[src/rtl/pipe_credit_pkg.sv]
// Shared constants and helpers for the pipeline credit/output-buffer blocks.
package pipe_credit_pkg;

    localparam int unsigned DEFAULT_WIDTH = 32;
    localparam int unsigned DEFAULT_DEPTH = 4;
    localparam int unsigned MAX_DEPTH     = 64;

    // Width needed to hold a credit count in 0..depth.
    function automatic int unsigned credit_w(input int unsigned depth);
        return $clog2(depth + 1);
    endfunction

endpackage

[src/rtl/pipe_credit_counter.sv]
// Saturating credit counter: resets full, dec consumes a credit, inc returns one.
module pipe_credit_counter
    import pipe_credit_pkg::*;
#(
    parameter int unsigned  DEPTH = DEFAULT_DEPTH,
    localparam int unsigned CW    = credit_w(DEPTH)
) (
    input  logic          clk,
    input  logic          rst_n,
    input  logic          dec,
    input  logic          inc,
    output logic [CW-1:0] count,
    output logic          nonzero
);

    logic [CW-1:0] count_q, count_d;

    // Simultaneous inc/dec cancel; guards keep the count inside 0..DEPTH.
    always_comb begin
        count_d = count_q;
        if (dec && !inc && (count_q != '0)) begin
            count_d = count_q - CW'(1);
        end else if (inc && !dec && (count_q != CW'(DEPTH))) begin
            count_d = count_q + CW'(1);
        end
    end

    always_ff @(posedge clk or negedge rst_n) begin
        if (!rst_n) begin
            count_q <= CW'(DEPTH);
        end else begin
            count_q <= count_d;
        end
    end

    assign count   = count_q;
    assign nonzero = (count_q != '0);

endmodule

[src/rtl/pipe_credit_fifo.sv]
// Credit-controlled output FIFO behind a valid-only pipeline.
// Optional same-cycle bypass when empty: define PIPE_CREDIT_FIFO_BYPASS_EN.
module pipe_credit_fifo
    import pipe_credit_pkg::*;
#(
    parameter int unsigned  WIDTH = DEFAULT_WIDTH,
    parameter int unsigned  DEPTH = DEFAULT_DEPTH,
    localparam int unsigned CW    = credit_w(DEPTH)
) (
    input  logic             clk,
    input  logic             rst_n,
    input  logic             issue_valid,
    output logic             issue_ready,
    input  logic             pipe_valid,
    input  logic [WIDTH-1:0] pipe_data,
    output logic             out_valid,
    output logic [WIDTH-1:0] out_data,
    input  logic             out_ready,
    output logic [CW-1:0]    credits,
    output logic             overflow
);

    localparam int unsigned PW = (DEPTH > 1) ? $clog2(DEPTH) : 1;

    if (DEPTH < 1 || DEPTH > MAX_DEPTH) begin : g_depth_check
        $error("pipe_credit_fifo: DEPTH out of range");
    end

    logic [WIDTH-1:0] mem_q [DEPTH];
    logic [PW-1:0]    wr_ptr_q, wr_ptr_d;
    logic [PW-1:0]    rd_ptr_q, rd_ptr_d;
    logic [CW-1:0]    count_q, count_d;
    logic             overflow_q, overflow_d;
    logic             fifo_empty, fifo_full;
    logic             fifo_push, fifo_pop;
    logic             bypass_take;
    logic             issue_fire, out_fire;

    function automatic logic [PW-1:0] ptr_inc(input logic [PW-1:0] p);
        return (p == PW'(DEPTH - 1)) ? '0 : p + PW'(1);
    endfunction

    assign fifo_empty = (count_q == '0);
    assign fifo_full  = (count_q == CW'(DEPTH));

`ifdef PIPE_CREDIT_FIFO_BYPASS_EN
    // Empty FIFO forwards the arriving result straight to the output.
    assign out_valid   = !fifo_empty || pipe_valid;
    assign out_data    = fifo_empty ? pipe_data : mem_q[rd_ptr_q];
    assign bypass_take = fifo_empty && pipe_valid && out_ready;
`else
    assign out_valid   = !fifo_empty;
    assign out_data    = mem_q[rd_ptr_q];
    assign bypass_take = 1'b0;
`endif

    assign issue_fire = issue_valid && issue_ready;
    assign out_fire   = out_valid && out_ready;
    assign fifo_pop   = out_ready && !fifo_empty;
    // A pop in the same cycle frees the slot, so a full FIFO still accepts.
    assign fifo_push  = pipe_valid && !bypass_take && (!fifo_full || fifo_pop);

    always_comb begin
        wr_ptr_d   = wr_ptr_q;
        rd_ptr_d   = rd_ptr_q;
        count_d    = count_q;
        overflow_d = overflow_q;
        if (fifo_push) begin
            wr_ptr_d = ptr_inc(wr_ptr_q);
        end
        if (fifo_pop) begin
            rd_ptr_d = ptr_inc(rd_ptr_q);
        end
        case ({fifo_push, fifo_pop})
            2'b10:   count_d = count_q + CW'(1);
            2'b01:   count_d = count_q - CW'(1);
            default: count_d = count_q;
        endcase
        if (pipe_valid && fifo_full && !fifo_pop) begin
            overflow_d = 1'b1;
        end
    end

    always_ff @(posedge clk or negedge rst_n) begin
        if (!rst_n) begin
            wr_ptr_q   <= '0;
            rd_ptr_q   <= '0;
            count_q    <= '0;
            overflow_q <= 1'b0;
        end else begin
            wr_ptr_q   <= wr_ptr_d;
            rd_ptr_q   <= rd_ptr_d;
            count_q    <= count_d;
            overflow_q <= overflow_d;
        end
    end

    // Storage needs no reset; out_data is don't-care while empty.
    always_ff @(posedge clk) begin
        if (fifo_push) begin
            mem_q[wr_ptr_q] <= pipe_data;
        end
    end

    pipe_credit_counter #(
        .DEPTH(DEPTH)
    ) u_credits (
        .clk    (clk),
        .rst_n  (rst_n),
        .dec    (issue_fire),
        .inc    (out_fire),
        .count  (credits),
        .nonzero(issue_ready)
    );

    assign overflow = overflow_q;

endmodule
[config.mk]
export PLATFORM = sky130hd
export DESIGN_NAME = pipe_credit_fifo
export DESIGN_NICKNAME = d
export VERILOG_FILES = /design/src/rtl/pipe_credit_pkg.sv /design/src/rtl/pipe_credit_counter.sv /design/src/rtl/pipe_credit_fifo.sv
export SDC_FILE = /design/constraint.sdc
export NUM_CORES = 1
export LEC_CHECK = 0
export ABC_AREA = 0
export BUFFER_PORTS_ARGS = -buffer_cell sky130_fd_sc_hd__buf_2
export CAP_MARGIN = 20
export CORE_UTILIZATION = 55
export CTS_CLUSTER_SIZE = 14
export DETAILED_ROUTE_END_ITERATION = 10
export HOLD_SLACK_MARGIN = 0.12
export MAX_ROUTING_LAYER = met4
export PLACE_DENSITY = 0.78
export REMOVE_ABC_BUFFERS = 1
export SYNTH_ARGS = -nofsm -noshare
export SYNTH_HDL_FRONTEND = slang
export SYNTH_SLANG_ARGS = --single-unit
[constraint.sdc]
create_clock -name clk -period 3.3 [get_ports clk]
set_input_delay 0.495 -clock clk [delete_from_list [all_inputs] [get_ports clk]]
set_output_delay 0.495 -clock clk [all_outputs]
set_load 0.02 [all_outputs]
# Word-level counts from Yosys, hierarchy flattened
# Memory sizes are Yosys's and may differ from the RTL's.
# Index checks and enable logic that the tools add are counted.
classes:
  eq_ne: 6
  n_reduce_logical: 18
  n_mux: 7
  addsub: 6
op_table:
  columns: ["cell", "count"]
  rows:
  - ["$logic_and 1x1->1", 9]
  - ["$add 3x1->3 const B", 2]
  - ["$eq 2x2->1 const B", 3]
  - ["$mux 3", 2]
  - ["$pmux 3 s2", 1]
  - ["$sub 3x1->3 const B", 2]
  - ["$add 2x1->2 const B", 2]
  - ["$logic_not 1->1", 4]
  - ["$mux 2", 2]
  - ["$reduce_bool 2->1", 2]
  - ["$eq 3x3->1 const B", 1]
  - ["$logic_not 3->1", 1]
  - ["$ne 3x3->1 const B", 1]
  - ["$reduce_bool 3->1", 1]
  - ["$eq 2x1->1 const B", 1]
  - ["$mux 1", 2]
  - ["$logic_or 1x1->1", 1]
word_totals:
  out_inout_bits: 38
  mem_count: 1
  regBits: 11
  ramBits: 128
  elab_cells: 43
mem_list:
  columns: ["name", "depth", "width", "read_ports", "rd_ports_with_merged_regs", "write_ports", "line_no", "text"]
  rows:
  - ["mem_q", 4, 32, 1, 0, 1, "pipe_credit_fifo.sv:29", "logic [WIDTH-1:0] mem_q [DEPTH];"]

# Longest topological paths before layout
# Gate-level depths: netlist of run 1.
depth:
  ltp_word: 7
  ltp_mapped: 6
  mapped_depth_nobuf: 6

# Modules after synthesis
# Synthesis of run 1 repeated with hierarchy kept, for this count alone.
hier_totals:
  hier_cells: 243
  area_unflattened_um2: 5391.4
by_module_without_submodules:
  columns: ["mod", "cells_per_inst", "n_inst", "area_each_um2"]
  rows:
  - ["pipe_credit_fifo", 223, 1, 5185.0]
  - ["pipe_credit_counter", 20, 1, 206.4]

# Least setup slack after synthesis of run 1
# No wires, ideal clock.
synth_path:
  path_type: "flip-flop to flip-flop"
  start: "register u_credits.count_q[1], in the netlist u_credits.count[1]"
  end: "register u_credits.count_q[1], in the netlist u_credits.count[1]"
  t_arrival_ns: 1.977
  period_less_slack_ns: 2.064
  path_slack_ns: 1.236
  stages_incl_launch_ff: 7
  setup_time_ns: 0.087
  path_buffers: 0
  cell_sequence: "dfrtp_1 > or3_1 > nand3_1 > fa_1 > a31oi_1 > o221ai_1 > a22oi_1"
synth_via:
  elab_chain_len: 6
synth_lines:
  columns: ["item", "line_no", "text"]
  rows:
  - ["start, declared", "pipe_credit_counter.sv:16", "logic [CW-1:0] count_q, count_d;"]
  - ["start signal, assigned", "pipe_credit_counter.sv:30", "count_q <= CW'(DEPTH);"]
  - ["start signal, assigned", "pipe_credit_counter.sv:32", "count_q <= count_d;"]
  - ["$reduce_bool 3->1 *", "pipe_credit_counter.sv:37", "assign nonzero = (count_q != '0);"]
  - ["via issue_ready", "pipe_credit_fifo.sv:13", "output logic issue_ready,"]
  - ["$logic_and 1x1->1", "pipe_credit_fifo.sv:57", "assign issue_fire = issue_valid && issue_ready;"]
  - ["$logic_not 1->1", "pipe_credit_counter.sv:23", "end else if (inc && !dec && (count_q != CW'(DEPTH))) begin"]
  - ["$logic_and 1x1->1 (2 in series)", "pipe_credit_counter.sv:23", null]
  - ["$reduce_bool 2->1 (no source line)", null, null]
# The timed path passes the listed nets; every way through them passes the cells marked *. The select of a mux whose other input is x is not followed.
# A chain may end at the register's enable or synchronous reset.

# Worst setup path after layout of run 1
layout_path:
  start: "register rd_ptr_q[0]"
  end: "output out_data[4]"
layout_via:
  elab_chain_len: 1
layout_lines:
  columns: ["item", "line_no", "text"]
  rows:
  - ["start, declared", "pipe_credit_fifo.sv:31", "logic [PW-1:0] rd_ptr_q, rd_ptr_d;"]
  - ["start signal, assigned", "pipe_credit_fifo.sv:92", "rd_ptr_q <= rd_ptr_d;"]
  - ["$mem_v2 4x32", null, null]
  - ["end, declared", "pipe_credit_fifo.sv:17", "output logic [WIDTH-1:0] out_data,"]
# Every way passes these cells.

==> impl_metrics.py, run 1 <==
metrics = {
    "worst_setup_path": {
        "critical_path_buf_inv_count": 2,
        "cp_cell_sequence": "buf_4 > mux4_2 > buf_2",
        "crit_type": "flip-flop to output pin",
        "worst_setup_path_end_kind": "output pin",
        "timing.critical_path.fanout_max": 16,
        "setup.worst_path.start_class": "flip-flop",
        "critPathTopFamily": "flip-flops",
        "worstSetupPathDepth": 3,
        "worst_path_max_delay_cell": "dfrtp_2",
        "slowest_delay_ns": 0.69,
        "cp.arrival_ns": 2.29,
        "required_ns": 2.80,
        "worstRegToRegCells": 6,
    },
    "yosys": {
        "yosys_register_bits": 139,
        "compound_gate_portion_of_the_synthesized_area_pct": 2.272,
        "netlist_top_cells_area": "edfxtp_1, mux4_2, dfrtp_1, ha_1, fa_1",
        "post_synth.cell_area_avg_um2": 22.16,
        "ys_types": 38,
        "synthMuxAreaShare_pct": 13.87,
        "synth_area_um2": 5341,
        "syn_inst_count": 241,
        "combinational_family_with_the_most_area_after_synthesis": "multiplexers",
        "synth_seq_area_share_pct": 77.14,
        "synth-adder-area-share_pct": 1.921,
        "synth_warnings": 0,
        "yosys.area_share.simple_pct": 2.905,
        "yosysTopAreaCell": "edfxtp_1",
        "synthXorXnorAreaFrac_pct": 0.6559,
        "synth.top_cell.area_share_pct": 71.96,
    },
    "placed_design": {
        "post-place-cells": 438,
        "globalplace.congestion": 0.7406,
        "pre_cts_slack_ns": 0.9924,
        "io_buffer_count": 74,
        "detailedPlacementHpwl_um": 5294,
        "placed_cell_area_um2": 5857,
    },
    "clock_tree": {
        "ctsHtreeMaxLevel": 4,
        "cts_num_sinks": 139,
        "numCtsBuffers": 17,
        "postCtsHoldBufs": 1,
        "cts_tree": "done",
        "post-cts-setup-buffers": 0,
        "clock_latency_on_the_worst_skew_pair_ns": 0.51,
        "clock_slew_at_reported_path_ffs_ns": 0.06,
        "cts.repair.resized": 0,
        "cts_max_path_buffers": 2,
        "root_buffer": "clkbuf_8",
    },
    "global_routing": {
        "grt_util_all_layers_pct": 20.13,
        "number_of_antenna_violations_at_the_first_check_in_global_routing": 1,
        "grt_pass1_vias": 2593,
        "grt_max_degree": 35,
        "gr-total-overflow": 0,
        "grt_first_pass_wirelength_um": 13750,
    },
    "sta": {
        "fmax_mhz": 359.6,
        "rsz0062_at_grt": "false",
        "finalSetupViolCount": 0,
        "finClkSkew_ns": 0.007628,
        "postLayoutSetupSlackWorst_ns": 0.5194,
        "final-max-slew-violation-count": 0,
        "hold_viol": 0,
        "tightestPinTransition_ns": 0.8666,
        "fin_tns_setup_ns": 0,
        "holdWs_ns": 0.1914,
        "max_slew_margin_pct": 42.23,
        "layout_min_cycle_time_ns": 2.781,
        "fin_crit_share_pct": 84.26,
    },
    "routing": {
        "post-route-drc-count": 0,
        "detail_route.iter0.violations": 162,
        "aggregate_routed_wire_length_um": 8865,
        "drtAntennaViolNets": 0,
        "total_via_count_after_detailed_routing": 2578,
        "avgViaCountPerCell": 5.485,
        "routed_wire_length_per_instance_um": 18.86,
        "drt_first_pass_iters": 4,
    },
    "cells_and_area": {
        "area_growth_syn_to_layout_pct": 20.07,
        "drive_above_1_share_pct": 44.71,
        "filler_cell_count": 610,
        "layout.nets": 373,
        "layout.core_utilization_pct": 68.76,
        "stdcell_count": 470,
        "final_area_um2": 6414,
    },
    "pwr": {
        "power_density_nw_per_um2": 951.6,
        "leakage_nw": 2.272,
        "ir_worst_vdd_mv": 0.5795,
        "totalPowerFinal_mw": 6.103,
    },
    "worst_hold_path": {
        "hold_depth": 1,
        "min-delay-path-class": "primary input to flip-flop",
    },
    "floorplanning": {
        "floorplan.core_area_um2": 9328,
        "placementRows": 35,
        "boundaryPins": 75,
        "chipWidth_um": 100.5,
        "floorplan.initialDensity_pct": 57.26,
        "die_h_um": 100.5,
        "design.die.area_um2": 10110,
    },
    "flow_run": {
        "drv.max_cap_violation_count": 0,
    },
    "run_status": {
        "outcome": "finished clean",
    },
}
==> layer usage <==
| layer | routed length (um) | global-route usage [%] | vias to the layer above |
|---|---|---|---|
| met5 | 0 | - | - |
| met4 | 109 | 7.581 | 0 |
| met3 | 591 | 7.767 | 11 |
| met2 | 4362 | 29.98 | 85 |
| met1 | 3801 | 25.34 | 1310 |
| li1 | - | - | 1172 |
==> Yosys cell counts, drive strengths merged <==
cell type	count
a211oi	1
a21o	1
a22oi	1
a31oi	1
and2	1
and3	4
buf	5
clkbuf	4
dfrtp	10
dfstp	1
edfxtp	128
fa	2
ha	5
inv	7
mux2i	2
mux4	32
nand2	7
nand3	4
nand3b	1
nor2	3
nor2b	1
nor3	1
o211ai	1
o21ai	5
o21bai	1
o221ai	1
o31a	2
o31ai	1
or3	3
or4b	1
xnor2	3
xor2	1
==> logic make-up (layout without fill, tap and decap cells) <==
logic type	count (synthesis)	after routing
compound gates	15	15
xor+xnor	4	4
fa+ha+maj	7	7
buf+inv	16	115
flops	139	139
mux	34	34
other cells	0	1
simple gates	26	26
==> sequential cells by signal, summed over array words and instances, names as in the netlist <==
signal,flops
mem_q,128
count_q,3
u_credits.count,3
rd_ptr_q,2
wr_ptr_q,2
overflow,1
==> path summary, 6_finish.rpt <==
path                                         start                              to  slack (ns)
max reg2reg                 count_q[2]$_DFFE_PN0P_  u_credits.count[2]$_DFFE_PN1P_        1.07
min reg2reg                   overflow$_DFFE_PN0P_            overflow$_DFFE_PN0P_        0.47
min in group asynchronous                    rst_n            overflow$_DFFE_PN0P_        0.38
min                                   pipe_data[2]           mem_q[1][2]$_DFFE_PP_        0.19
max                        rd_ptr_q[0]$_DFFE_PN0N_                     out_data[4]        0.52
max in group asynchronous                    rst_n  u_credits.count[2]$_DFFE_PN1P_        2.65
==> cells in the final DEF, fill, tap and decap left out, drive strengths merged, types with 2 or more instances in the layout <==
cell	netlist	final
dfrtp	10	10
edfxtp	128	128
bufinv	0	2
buf	5	77
nand2	7	7
clkinvlp	0	5
or3	3	3
mux4	32	32
xnor2	3	3
clkinv	0	6
mux2i	2	2
inv	7	7
and3	4	4
nand3	4	4
clkbuf	4	17
o21ai	5	5
nor2	3	3
fa	2	2
ha	5	5
o31a	2	2
==> area by class of cell <==
cell class	instances	area, um^2	area share, %
sequential	139	4121	64.26
multi-input combinational	86	1155	18.01
clock buffer	17	414.1	6.457
timing repair buffer	78	402.9	6.282
tap	129	161.4	2.517
clock inverter	13	130.1	2.029
inverter	7	26.28	0.4097
antenna	1	2.502	0.03902
==> power by group <==
| group | internal [mW] | total [mW] | switching (mW) |
|---|---|---|---|
| sequential | 2.34 | 2.53 | 0.196 |
| clock | 1.06 | 1.72 | 0.669 |
| combinational | 0.779 | 1.84 | 1.06 |
| total | 4.17 | 6.10 | 1.93 |
(Power assumes the default switching activity.)
==> inputs of run 2 (changes only) <==
Settings changed: CORE_UTILIZATION 55 to 51, PLACE_DENSITY 0.78 to 0.76.
Clock period 3.3 ns to 2.3 ns, I/O delays scaled along.
==> run 2 against run 1 <==
Net effect: cell count up 8.1%; sequential share of layout area is 3.9 points lower; clock power is 55% higher; first-iteration DRC count is 20% lower; sequential cell count is the same; non-clock buffer count increased by 33; core utilization is 0.16 points lower.
==> impl_metrics.py, run 2 (synthesis gave the netlist of run 1 again) <==
metrics = {
    "floorplanning": {
        "floorplan.core_area_um2": 9955,
        "die_h_um": 104.3,
        "design.die.area_um2": 10890,
        "floorplan.initialDensity_pct": 53.66,
        "chipWidth_um": 104.3,
        "boundaryPins": 75,
        "placementRows": 36,
    },
    "pwr": {
        "leakage_nw": 2.442,
        "power_density_nw_per_um2": 1335,
        "ir_worst_vdd_mv": 0.8952,
        "totalPowerFinal_mw": 9.113,
    },
    "sta": {
        "fin_tns_setup_ns": 0,
        "final-max-slew-violation-count": 0,
        "finalSetupViolCount": 0,
        "layout_min_cycle_time_ns": 2.202,
        "finClkSkew_ns": 0.005591,
        "max_slew_margin_pct": 44.82,
        "rsz0062_at_grt": "false",
        "tightestPinTransition_ns": 0.8276,
        "fmax_mhz": 454.2,
        "hold_viol": 0,
        "fin_crit_share_pct": 95.72,
    },
    "routing": {
        "detail_route.iter0.violations": 129,
        "aggregate_routed_wire_length_um": 9890,
        "drtAntennaViolNets": 0,
        "avgViaCountPerCell": 5.358,
        "drt_first_pass_iters": 4,
        "total_via_count_after_detailed_routing": 2722,
        "post-route-drc-count": 0,
        "routed_wire_length_per_instance_um": 19.47,
    },
    "worst_hold_path": {
        "min-delay-path-class": "primary input to flip-flop",
    },
    "placed_design": {
        "detailedPlacementHpwl_um": 5452,
        "io_buffer_count": 74,
        "placed_cell_area_um2": 5896,
        "post-place-cells": 443,
        "globalplace.congestion": 0.7203,
    },
    "cells_and_area": {
        "filler_cell_count": 625,
        "area_growth_syn_to_layout_pct": 27.85,
        "drive_above_1_share_pct": 41.33,
        "final_area_um2": 6829,
        "stdcell_count": 508,
        "leading_cell_types_in_the_layout_fill_and_taps_excluded": "edfxtp_1, buf_2, dlygate4sd3_1",
        "layout.nets": 406,
        "layout.cells.most_common": "edfxtp_1",
        "antenna_cells_inserted": 0,
        "largest_register_ff_count": 128,
        "largest-register": "mem_q",
    },
    "global_routing": {
        "gr-total-overflow": 0,
        "grt_first_pass_wirelength_um": 15460,
        "grt_util_all_layers_pct": 20.17,
        "number_of_antenna_violations_at_the_first_check_in_global_routing": 0,
        "grt_pass1_vias": 2745,
        "grt_max_degree": 33,
    },
    "worst_setup_path": {
        "required_ns": 1.96,
        "worst_path_max_delay_cell": "mux4_2",
        "slowest_delay_ns": 0.56,
        "crit_type": "flip-flop to output pin",
        "cp.arrival_ns": 1.86,
        "setup.worst_path.start_class": "flip-flop",
        "timing.critical_path.fanout_max": 15,
        "cp_cell_sequence": "buf_12 > mux4_2 > buf_2",
        "worst_setup_path_end_kind": "output pin",
    },
    "clock_tree": {
        "cts_num_sinks": 139,
        "clock_latency_on_the_worst_skew_pair_ns": 0.51,
        "cts_tree": "done",
        "cts_max_path_buffers": 2,
        "clock_slew_at_reported_path_ffs_ns": 0.06,
        "root_buffer": "clkbuf_8",
        "ctsHtreeMaxLevel": 4,
        "numCtsBuffers": 17,
    },
    "run_status": {
        "outcome": "finished clean",
    },
    "flow_run": {
        "drv.max_cap_violation_count": 0,
    },
}
[run 2: cell count changes in the layout (fill, tap and decap cells not counted), sizes merged]
cell,change
dlygate4sd3,+32
buf,+1
bufinv,+1
clkbuf,+1
clkinvlp,-1
diode,-1
inv,+1
[run 2: critical path, delay by kind of cell, from the launching register on]
family / cells / cell delay, ns
multiplexers: 1 / 0.56
buffers and inverters: 2 / 0.38
flip-flops: 1 / 0.40
[run 2: cell type report]
class / count / area (um^2) / share of cell area, %
multi-input combinational: 86 / 1155 / 16.91
timing repair buffer: 111 / 768.2 / 11.25
tap: 133 / 166.4 / 2.437
sequential: 139 / 4123 / 60.37
clock buffer: 18 / 417.9 / 6.119
inverter: 7 / 26.28 / 0.3848
clock inverter: 14 / 172.7 / 2.528
[run 2: report_power, final]
part / internal, mW / total (mW) / switching [mW]
Sequential: 3.36 / 3.60 / 0.238
Clock: 1.65 / 2.66 / 1.01
Combinational: 1.22 / 2.86 / 1.63
[run 2: worst paths after layout]
kind	from	endpoint	slack (ns)	cells past startpoint
worst max-delay path	rd_ptr_q[0]$_DFFE_PN0N_	out_data[1]	0.1	3
worst min-delay path	pipe_valid	overflow$_DFFE_PN0P_	0.17	3
worst max register to register	u_credits.count[1]$_DFFE_PN0P_	u_credits.count[1]$_DFFE_PN0P_	0.35	6
worst min register to register	overflow$_DFFE_PN0P_	overflow$_DFFE_PN0P_	0.50	1
max in group asynchronous	rst_n	u_credits.count[2]$_DFFE_PN1P_	1.79	2
min in group asynchronous	rst_n	wr_ptr_q[1]$_DFFE_PN0P_	0.24	2
[run 2: timing repair]
action | in CTS | in global routing
resized for setup | 2 | 1
setup endpoints to repair | 15 | 2
hold endpoints to repair | 139 | 0
setup buffers | 0 | 0
hold buffers | 33 | 0
[run 2: metrics by stage]
step                      hold WS, ns  setup slack [ns]  utilization, %
final                          0.1657           0.09846           68.60
after CTS                      0.1485           0.02386           68.55
after global routing           0.1668           0.02725           68.60
after floorplan               0.04941           -0.1961               -
after detailed placement       0.2355            0.2939           59.23
after global placement         0.2301            0.3213           59.23
[run 2: routing by layer]
| layer | vias to the layer above | share of wire [%] | track usage [%] | routed length (um) |
|---|---|---|---|---|
| met4 | 0 | 1.6 | 6.735 | 162 |
| met2 | 91 | 52 | 32.36 | 5144 |
| li1 | 1247 | - | - | - |
| met3 | 12 | 4.9 | 5.576 | 483 |
| met1 | 1372 | 41 | 24.92 | 4100 |
| met5 | - | 0 | - | 0 |
==> inputs of run 3 (changes only) <==
Settings changed: ABC_AREA 0 to default, CORE_ASPECT_RATIO from default to 0.75, SKIP_CTS_REPAIR_TIMING from default to 1.
==> run 3 against run 2 <==
Net effect: critical path depth stayed put; cell count fell by 5.7%; sequential power hardly changed; sequential share of layout area grew 2.7 points; via count down 5.9%; final area fell by 4.3%; die area about the same; total power is 0.56% higher; setup slack gained 0.060 ns.
==> impl_metrics.py, run 3 (synthesis gave the netlist of run 1 again) <==
metrics = {
    "routing": {
        "met2_wirelength_from_detailed_routing_um": 4442,
        "drtAntennaViolNets": 0,
        "aggregate_routed_wire_length_um": 9251,
        "post-route-drc-count": 0,
        "m1WireLength_um": 4106,
        "avgViaCountPerCell": 5.349,
        "detail_route.iter0.violations": 220,
        "drt_first_pass_iters": 5,
        "route.top_layer_used": "met4",
        "routed_wire_length_per_instance_um": 19.31,
        "detailroute.wirelength.met3_um": 606,
        "total_via_count_after_detailed_routing": 2562,
    },
    "clock_tree": {
        "cts_max_path_buffers": 2,
        "root_buffer": "clkbuf_16",
        "numCtsBuffers": 17,
        "cts_num_sinks": 139,
        "clock_latency_on_the_worst_skew_pair_ns": 0.41,
        "cts_tree": "done",
        "ctsHtreeMaxLevel": 4,
        "clock_slew_at_reported_path_ffs_ns": 0.06,
    },
    "cells_and_area": {
        "largest_register_ff_count": 128,
        "layout.core_utilization_pct": 65.79,
        "stdcell_count": 479,
        "drive_above_1_share_pct": 45.53,
        "final_area_um2": 6533,
        "largest-register": "mem_q",
        "antenna_cells_inserted": 0,
        "leading_cell_types_in_the_layout_fill_and_taps_excluded": "edfxtp_1, buf_2, mux4_2",
        "layout.nets": 378,
        "layout.cells.most_common": "edfxtp_1",
        "area_growth_syn_to_layout_pct": 22.30,
    },
    "floorplanning": {
        "design.die.area_um2": 10890,
        "boundaryPins": 75,
        "placementRows": 31,
        "floorplan.core_area_um2": 9930,
        "chipWidth_um": 120.2,
        "die_h_um": 90.63,
        "floorplan.initialDensity_pct": 53.79,
    },
    "sta": {
        "holdWs_ns": 0.1482,
        "tightestPinTransition_ns": 0.8867,
        "rsz0062_at_grt": "false",
        "postLayoutSetupSlackWorst_ns": 0.1588,
        "finalSetupViolCount": 0,
        "max_slew_margin_pct": 40.89,
        "finClkSkew_ns": 0.01110,
        "final-max-slew-violation-count": 0,
        "hold_viol": 0,
        "fin_crit_share_pct": 93.10,
        "layout_min_cycle_time_ns": 2.141,
        "fin_tns_setup_ns": 0,
        "fmax_mhz": 467.0,
    },
    "global_routing": {
        "grt_util_all_layers_pct": 18.89,
        "grt_max_degree": 35,
        "grt_pass1_vias": 2702,
        "grt_first_pass_wirelength_um": 14260,
        "number_of_antenna_violations_at_the_first_check_in_global_routing": 0,
        "gr-total-overflow": 0,
    },
    "worst_setup_path": {
        "crit_type": "flip-flop to output pin",
        "critical_path_buf_inv_count": 2,
        "timing.critical_path.fanout_max": 18,
        "cp_cell_sequence": "buf_12 > mux4_2 > buf_2",
        "slowest_delay_ns": 0.54,
        "critPathTopFamily": "multiplexers",
        "cp.arrival_ns": 1.80,
        "required_ns": 1.96,
        "worst_path_max_delay_cell": "mux4_2",
        "regToRegSetupSlack_ns": 0.31,
        "worst_setup_path_end_kind": "output pin",
        "setup.worst_path.start_class": "flip-flop",
    },
    "pwr": {
        "ir_worst_vdd_mv": 0.6528,
        "totalPowerFinal_mw": 9.165,
        "power_density_nw_per_um2": 1403,
        "leakage_nw": 2.336,
    },
    "placed_design": {
        "detailedPlacementHpwl_um": 5517,
        "globalplace.congestion": 0.8066,
        "post-place-cells": 442,
        "placed_cell_area_um2": 5881,
        "pre_cts_slack_ns": 0.2854,
        "io_buffer_count": 74,
    },
    "flow_run": {
        "drv.max_cap_violation_count": 0,
    },
    "run_status": {
        "outcome": "finished clean",
    },
    "worst_hold_path": {
        "min-delay-path-class": "primary input to flip-flop",
    },
}
==> run 3: final timing paths <==
kind,startpoint,endpoint,cells after the start
min in group asynchronous,rst_n,count_q[1]$_DFFE_PN0P_,2
worst min-delay path,pipe_data[4],mem_q[1][4]$_DFFE_PP_,1
worst max register to register,u_credits.count[1]$_DFFE_PN0P_,u_credits.count[1]$_DFFE_PN0P_,6
max in group asynchronous,rst_n,u_credits.count[2]$_DFFE_PN1P_,2
worst max-delay path,rd_ptr_q[0]$_DFFE_PN0N_,out_data[31],3
worst min register to register,overflow$_DFFE_PN0P_,overflow$_DFFE_PN0P_,1
==> run 3: worst reg2reg max path: cells and delay by family, from the launching register on <==
kind | cells | cell delay [ns]
AO/OA/AOI/OAI | 3 | 0.48
adder cells (fa/ha/maj) | 1 | 0.44
flip-flops | 1 | 0.45
AND/OR/NAND/NOR | 2 | 0.54
==> run 3: area by class of cell <==
type | count | area (um^2)
fill | 669 | 3397
sequential | 139 | 4121
clock inverter | 13 | 175.2
clock buffer | 19 | 432.9
tap | 132 | 165.2
timing repair buffer | 83 | 456.7
multi-input combinational | 86 | 1155
inverter | 7 | 26.28
==> run 3: power breakdown <==
group          switching, mW  total (mW)  internal [mW]
sequential             0.230        3.59           3.36
combinational           1.62        2.81           1.19
clock                  0.967        2.77           1.80
total                   2.81        9.16           6.35
==> run 3: per-layer routing <==
layer / track usage, % / up-vias
met5: - / -
met4: 9.271 / 0
met3: 4.861 / 8
met2: 27.16 / 95
met1: 25.29 / 1270
li1: - / 1189
